$ cat src/rtl/pulse_sample_framer_if.sv
// Byte-stream and sample-strobe signals shared by the framer and its neighbours.
// master = the framer itself, slave = the upstream counter / downstream transmitter side.
interface pulse_sample_framer_if;
    logic [31:0] iPulseCount;
    logic        iDataUpdate;
    logic [7:0]  oData;
    logic        oValid;
    logic        iReady;
    logic        oSof;
    logic        oEof;

    modport master (
        input  iPulseCount, iDataUpdate, iReady,
        output oData, oValid, oSof, oEof
    );
    modport slave (
        output iPulseCount, iDataUpdate, iReady,
        input  oData, oValid, oSof, oEof
    );
endinterface

$ cat src/rtl/pulse_sample_framer.sv
// Buffers pulse-count samples in a FIFO and emits A5 5A SEQ + N big-endian words as a byte stream.
// Optional FRAMER_CHECKSUM_EN appends an XOR checksum byte (SEQ ^ all data bytes).
module pulse_sample_framer #(
    parameter int SAMPLES_PER_FRAME = 6,
    parameter int FIFO_DEPTH        = 16
) (
    input  logic                  clk,
    input  logic                  rst_n,
    input  logic                  en,
    pulse_sample_framer_if.master bus,
    output logic                  oOverflow,
    output logic [15:0]           oDropCnt
);
    localparam int PTR_W = $clog2(FIFO_DEPTH);
    localparam int LVL_W = PTR_W + 1;
    localparam logic [LVL_W-1:0] FULL_LVL  = LVL_W'(FIFO_DEPTH);
    localparam logic [LVL_W-1:0] FRAME_LVL = LVL_W'(SAMPLES_PER_FRAME);
    localparam logic [3:0]       LAST_WORD = 4'(SAMPLES_PER_FRAME - 1);

    typedef enum logic [2:0] {
        IDLE, HDR0, HDR1, SEQ, DATA
`ifdef FRAMER_CHECKSUM_EN
        , CSUM
`endif
    } state_t;

    state_t            state_q, state_d;
    logic [1:0]        byte_q, byte_d;
    logic [3:0]        word_q, word_d;
    logic [7:0]        seq_q, seq_d;
    logic [31:0]       mem_q [FIFO_DEPTH];
    logic [PTR_W-1:0]  wr_ptr_q, rd_ptr_q;
    logic [LVL_W-1:0]  level_q;
    logic              frame_rdy_q;
    logic              ovf_q;
    logic [15:0]       drop_cnt_q;
`ifdef FRAMER_CHECKSUM_EN
    logic [7:0]        csum_q, csum_d;
`endif

    logic       xfer, pop, wr, drop, full;
    logic [7:0] data_c, head_byte;
    logic       sof_c, eof_c;

    assign full      = (level_q == FULL_LVL);
    assign xfer      = en && (state_q != IDLE) && bus.iReady;
    assign wr        = en && bus.iDataUpdate && (!full || pop);
    assign drop      = en && bus.iDataUpdate && full && !pop;
    // byte_q 0 selects the MSB of the head word
    assign head_byte = 8'(mem_q[rd_ptr_q] >> {~byte_q, 3'b000});

    always_comb begin
        state_d = state_q;
        byte_d  = byte_q;
        word_d  = word_q;
        seq_d   = seq_q;
        pop     = 1'b0;
        data_c  = 8'h00;
        sof_c   = 1'b0;
        eof_c   = 1'b0;
`ifdef FRAMER_CHECKSUM_EN
        csum_d  = csum_q;
`endif
        case (state_q)
            IDLE: if (frame_rdy_q && level_q >= FRAME_LVL) state_d = HDR0;
            HDR0: begin
                data_c = 8'hA5;
                sof_c  = 1'b1;
                if (xfer) state_d = HDR1;
            end
            HDR1: begin
                data_c = 8'h5A;
                if (xfer) state_d = SEQ;
            end
            SEQ: begin
                data_c = seq_q;
                if (xfer) begin
                    state_d = DATA;
                    byte_d  = 2'd0;
                    word_d  = 4'd0;
`ifdef FRAMER_CHECKSUM_EN
                    csum_d  = seq_q;
`endif
                end
            end
            DATA: begin
                data_c = head_byte;
`ifndef FRAMER_CHECKSUM_EN
                eof_c  = (byte_q == 2'd3) && (word_q == LAST_WORD);
`endif
                if (xfer) begin
                    byte_d = byte_q + 2'd1;
`ifdef FRAMER_CHECKSUM_EN
                    csum_d = csum_q ^ head_byte;
`endif
                    if (byte_q == 2'd3) begin
                        pop    = 1'b1;
                        word_d = word_q + 4'd1;
`ifdef FRAMER_CHECKSUM_EN
                        if (word_q == LAST_WORD) state_d = CSUM;
`else
                        if (word_q == LAST_WORD) state_d = IDLE;
`endif
                    end
                end
            end
`ifdef FRAMER_CHECKSUM_EN
            CSUM: begin
                data_c = csum_q;
                eof_c  = 1'b1;
                if (xfer) state_d = IDLE;
            end
`endif
            default: state_d = IDLE;
        endcase
        if (xfer && eof_c) seq_d = seq_q + 8'd1;
        if (!en) begin
            state_d = IDLE;
            seq_d   = 8'h00;
        end
    end

    always_ff @(posedge clk) begin
        if (!rst_n) begin
            state_q     <= IDLE;
            byte_q      <= 2'd0;
            word_q      <= 4'd0;
            seq_q       <= 8'h00;
            wr_ptr_q    <= '0;
            rd_ptr_q    <= '0;
            level_q     <= '0;
            frame_rdy_q <= 1'b0;
            ovf_q       <= 1'b0;
            drop_cnt_q  <= 16'h0000;
`ifdef FRAMER_CHECKSUM_EN
            csum_q      <= 8'h00;
`endif
        end else begin
            state_q <= state_d;
            byte_q  <= byte_d;
            word_q  <= word_d;
            seq_q   <= seq_d;
`ifdef FRAMER_CHECKSUM_EN
            csum_q  <= csum_d;
`endif
            if (!en) begin
                wr_ptr_q    <= '0;
                rd_ptr_q    <= '0;
                level_q     <= '0;
                frame_rdy_q <= 1'b0;
            end else begin
                if (wr)  wr_ptr_q <= wr_ptr_q + PTR_W'(1);
                if (pop) rd_ptr_q <= rd_ptr_q + PTR_W'(1);
                level_q <= level_q + LVL_W'(wr) - LVL_W'(pop);
                // Lags level_q by one cycle so a frame starts on the 2nd edge after the Nth write
                frame_rdy_q <= (level_q >= FRAME_LVL);
            end
            if (drop) begin
                ovf_q <= 1'b1;
                if (drop_cnt_q != 16'hFFFF) drop_cnt_q <= drop_cnt_q + 16'd1;
            end
        end
    end

    always_ff @(posedge clk) begin
        if (wr) mem_q[wr_ptr_q] <= bus.iPulseCount;
    end

    assign bus.oValid = (state_q != IDLE);
    assign bus.oData  = data_c;
    assign bus.oSof   = sof_c;
    assign bus.oEof   = eof_c;
    assign oOverflow  = ovf_q;
    assign oDropCnt   = drop_cnt_q;
endmodule

$ cat src/flat_wrapper.sv
// flat-port wrapper written by rule: the top's interface ports become plain ports
module pulse_sample_framer_flat 
#(
    parameter int SAMPLES_PER_FRAME = 6,
    parameter int FIFO_DEPTH        = 16
)
  (clk, rst_n, en, oOverflow, oDropCnt, bus_iPulseCount, bus_iDataUpdate, bus_iReady, bus_oData, bus_oValid, bus_oSof, bus_oEof);
  pulse_sample_framer_if bus_i ();
  input  logic clk;
  input  logic rst_n;
  input  logic en;
  output logic oOverflow;
  output logic [15:0] oDropCnt;
  input wire logic [$bits(bus_i.iPulseCount)-1:0] bus_iPulseCount;
  input wire logic [$bits(bus_i.iDataUpdate)-1:0] bus_iDataUpdate;
  input wire logic [$bits(bus_i.iReady)-1:0] bus_iReady;
  output wire logic [$bits(bus_i.oData)-1:0] bus_oData;
  output wire logic [$bits(bus_i.oValid)-1:0] bus_oValid;
  output wire logic [$bits(bus_i.oSof)-1:0] bus_oSof;
  output wire logic [$bits(bus_i.oEof)-1:0] bus_oEof;
  assign bus_i.iPulseCount = bus_iPulseCount;
  assign bus_i.iDataUpdate = bus_iDataUpdate;
  assign bus_i.iReady = bus_iReady;
  assign bus_oData = bus_i.oData;
  assign bus_oValid = bus_i.oValid;
  assign bus_oSof = bus_i.oSof;
  assign bus_oEof = bus_i.oEof;
  pulse_sample_framer #(.SAMPLES_PER_FRAME(SAMPLES_PER_FRAME), .FIFO_DEPTH(FIFO_DEPTH)) u_core (.clk(clk), .rst_n(rst_n), .en(en), .bus(bus_i), .oOverflow(oOverflow), .oDropCnt(oDropCnt));
endmodule
$ cat config.mk
export PLATFORM = sky130hd
export DESIGN_NAME = pulse_sample_framer_flat
export DESIGN_NICKNAME = d
export VERILOG_FILES = /design/src/rtl/pulse_sample_framer_if.sv /design/src/rtl/pulse_sample_framer.sv /design/src/flat_wrapper.sv
export SDC_FILE = /design/constraint.sdc
export NUM_CORES = 1
export LEC_CHECK = 0
export ABC_AREA = 1
export CAP_MARGIN = 10
export CORE_AREA = 10 10 258 186
export DETAILED_ROUTE_END_ITERATION = 12
export DIE_AREA = 0 0 268 196
export PLACE_DENSITY = 0.73
export SKIP_CTS_REPAIR_TIMING = 1
export SYNTH_ARGS = -nofsm -noshare
export SYNTH_HDL_FRONTEND = slang
export SYNTH_SLANG_ARGS = --single-unit
export TNS_END_PERCENT = 20
$ cat constraint.sdc
create_clock -name clk -period 4 [get_ports clk]
set_input_delay 0.4 -clock clk [delete_from_list [all_inputs] [get_ports clk]]
set_output_delay 0.4 -clock clk [all_outputs]
set_load 0.1 [all_outputs]
==> results.toml <==
[floorplanning]
die_h_um = 196
die_area_um2 = 52500
die_w_um = 268
core_region_area_um2 = 43100
ios = 65
row_count = 64
initial_utilization_pct = 54.2

[place]
dp_slack_ps = 844
numPortBuffers = 64
dpl.hpwl_um = 34100
gp_congestion = 0.867
place_area_um2 = 24800

[cells_and_area]
final_area_um2 = 26400
syn2layout_area_growth_pct = 13.2
fillers = 3294
nNetsFinal = 2204
drive_gt1_share_pct = 6.77

[timing]
finClkSkew_ps = 16.8
fmaxAchievable_ghz = 0.269
worst_pin_slew_ps = 1100
finalSetupViolCount = 0
final_max_slew_viol_count = 0
slew_headroom_pct = 26.5
grt_setup_unrepaired = "false"
finalWorstSetupSlack_ps = 287
fin_crit_sh_pct = 92.8
hold_viol_final = 0
period_minus_slack_ps = 3710
finalSetupTns_ps = 0

[worst_setup_path]
crit_chain = "buf_4 -> nand3_1 -> nand3_1 -> nand2_1 -> nand2_1 -> nand3_1 -> nand3_1 -> nand2_1 -> nand2_1 -> nand2_1 -> buf_12"
required_ps = 3600
crit_path_max_fanout = 50
cpMaxStageDelayCell = "dfxtp_4"
regToRegEndpoint = "u_core.mem_q[2][21]$_DFFE_PP_"
r2r.worst_path.cells = 10
endpoint_kind = "output port"
crit_buf_inv = 2
crit_cells = 11
worstSetupStartpointType = "flop"
path_delay_family = "simple AND/OR/NAND/NOR gates"
crit_top_cell = "nand2_1"
critPathCapture = "bus_oData[7]"
arrival_ps = 3310
r2r-start = "u_core.state_q[1]$_SDFFE_PN0P_"
ff2ff_setup_slack_ps = 1130
critPathMaxStageDelay_ps = 660
worstSetupPathType = "reg -> out"

[logic_synthesis]
netlist_area_um2 = 23400
synth_warnings = 0
syn_area_per_cell_um2 = 11.1
ys_seq_area_share_pct = 70.3
synth_cell_types = 35
ys_ff_latch = 564
synth_fp_nets = 2167
syn_inst = 2110

[pwr]
leakagePower_nw = 9.41
power.density_nw_per_um2 = 432
p_sw_mw = 2.23
power_mw = 11.4
seq_power_share_pct = 56.5
pwr-share-comb_pct = 2.0
switching_share_pct = 19.6
p_int_mw = 9.18
ir_drop_uv = 361
p_clk_share_pct = 41.5

[clocking]
clk_pin_slew_ps = 60
clk_path_buf_depth = 3
cts_tree = "done"
clk_latency_ps = 580
cts_sinks = 564
root_buffer = "clkbuf_16"
cts_buffers = 51
cts-htree-levels = 2

[drt]
dr_total_vias = 15900
remaining_drc_errors = 0
antenna_left = 0
drt_wl_total_um = 56500
first_pass_iters = 6
vias_per_cell = 5.80
wire_per_inst_um = 20.5
drt-initial-drc-count = 1964

[global_routing]
grt_pass1_vias = 15500
grt_pass1_wl_um = 88000
grt_overflow = 0
grt_usage_pct = 21.3
antenna_found_initial = 1
grt_max_degree = 115

[job]
max_cap_violations = 0

[min_path]
hp-class = "reg -> reg"

[outcome]
status = "complete, no violations"
worst min path at each step:
stage	start	endpoint	cells past startpoint
3_5_place_dp	u_core.oOverflow$_SDFFE_PN0P_	u_core.oOverflow$_SDFFE_PN0P_	2
3_3_place_gp	u_core.oOverflow$_SDFFE_PN0P_	u_core.oOverflow$_SDFFE_PN0P_	2
4_1_cts	u_core.oOverflow$_SDFFE_PN0P_	u_core.oOverflow$_SDFFE_PN0P_	2
2_1_floorplan	u_core.rd_ptr_q[3]$_SDFFE_PN0P_	flop	2
6_report	u_core.oOverflow$_SDFFE_PN0P_	u_core.oOverflow$_SDFFE_PN0P_	2
5_1_grt	u_core.oOverflow$_SDFFE_PN0P_	u_core.oOverflow$_SDFFE_PN0P_	2
per-layer routing:
| layer | vias up | routed length, um | track usage, % |
|---|---|---|---|
| li1 | 7388 | - | - |
| met1 | 7710 | 23800 | 29.8 |
| met2 | 713 | 26200 | 33.2 |
| met3 | 116 | 4930 | 4.34 |
| met4 | 0 | 1500 | 6.14 |
| met5 | - | 0 | 0 |
through the flow:
step	utilization, %	std cells	hold WS [ps]
final	61.4	2748	457
after global routing	61.4	2747	512
after CTS	61.4	2747	459
after detailed placement	57.7	2655	449
after global placement	57.7	2655	440
after floorplan	-	2110	447
area by class of cell:
cell class	instances	area, um2	area share, %
antenna	1	2.50	0.00947
clock buffer	69	1390	5.24
clock inverter	23	204	0.771
inverter	58	225	0.852
multi-input combinational	1371	6300	23.8
sequential	564	16400	62.1
tap	561	702	2.65
timing repair buffer	101	1200	4.52
cells by family after synthesis:
family	after synthesis	synth area share [%]
fa+ha+maj	20	1.10
xor+xnor	13	0.487
flops	564	70.3
compound gates	74	1.65
simple gates	1264	23.2
buf+inv	175	3.29
layout by cell type, fill, tap and decap left out, drive strengths merged:
cell           instances
nand3                452
nor2                  55
nand2                738
o21a                   2
xor2                   7
clkdlybuf4s50         55
xnor2                  6
inv                   57
a21oi                 45
edfxtp               512
nor3b                  2
a211oi                 1
clkinvlp               1
or2                    1
clkinv                19
diode                  1
buf                   46
ha                    19
fa                     1
dfxtp                 52
nand4                  7
o21ai                 23
clkbuf                69
bufinv                 4
nor3                   9
a31oi                  3
Yosys cell counts, drive strengths merged:
library cell | instances | area share (%)
nand4 | 7 | 0.19
clkbuf | 26 | 0.42
or2 | 1 | 0.027
nor2 | 55 | 0.94
inv | 57 | 0.92
edfxtp | 512 | 66
nor3 | 9 | 0.28
ha | 19 | 1.0
nand3 | 452 | 9.8
fa | 1 | 0.086
xor2 | 7 | 0.26
nor3b | 2 | 0.064
a21oi | 45 | 0.98
o21a | 2 | 0.064
dfxtp | 52 | 4.5
a31oi | 3 | 0.080
clkinv | 1 | 0.016
xnor2 | 6 | 0.22
a211oi | 1 | 0.032
buf | 91 | 1.9
nand2 | 738 | 12
o21ai | 23 | 0.49
power groups by stage:
| stage | clock [mW] | sequential [mW] | combinational [mW] |
|---|---|---|---|
| floorplan | 0 | 6.58 | 0.0635 |
| CTS | 4.78 | 6.45 | 0.224 |
| global route | 5.03 | 6.45 | 0.243 |
| global placement | 0 | 6.58 | 0.215 |
| detailed placement | 0 | 6.58 | 0.223 |
| finish | 4.74 | 6.45 | 0.225 |
sequential cells by signal, indices dropped and copies added (netlist names), 3 cells and up, named ones only:
| register | count |
|---|---|
| u_core.mem_q | 512 |
| u_core.rd_ptr_q | 4 |
| u_core.wr_ptr_q | 4 |
| u_core.state_q | 3 |
| u_core.level_q | 5 |
| u_core.oDropCnt | 16 |
| u_core.word_q | 4 |
| u_core.seq_q | 8 |
worst register-to-register path: stages, from the launching register on:
cell and delay (ps):
dfxtp_1 360, inv_2 120, nand3_2 140, inv_2 230, nand3_4 160, nand2_1 90, nand2_1 110, inv_1 170
nand2_1 280, nor2_4 490, buf_4 390
Power figures use the tool's default switching activity.
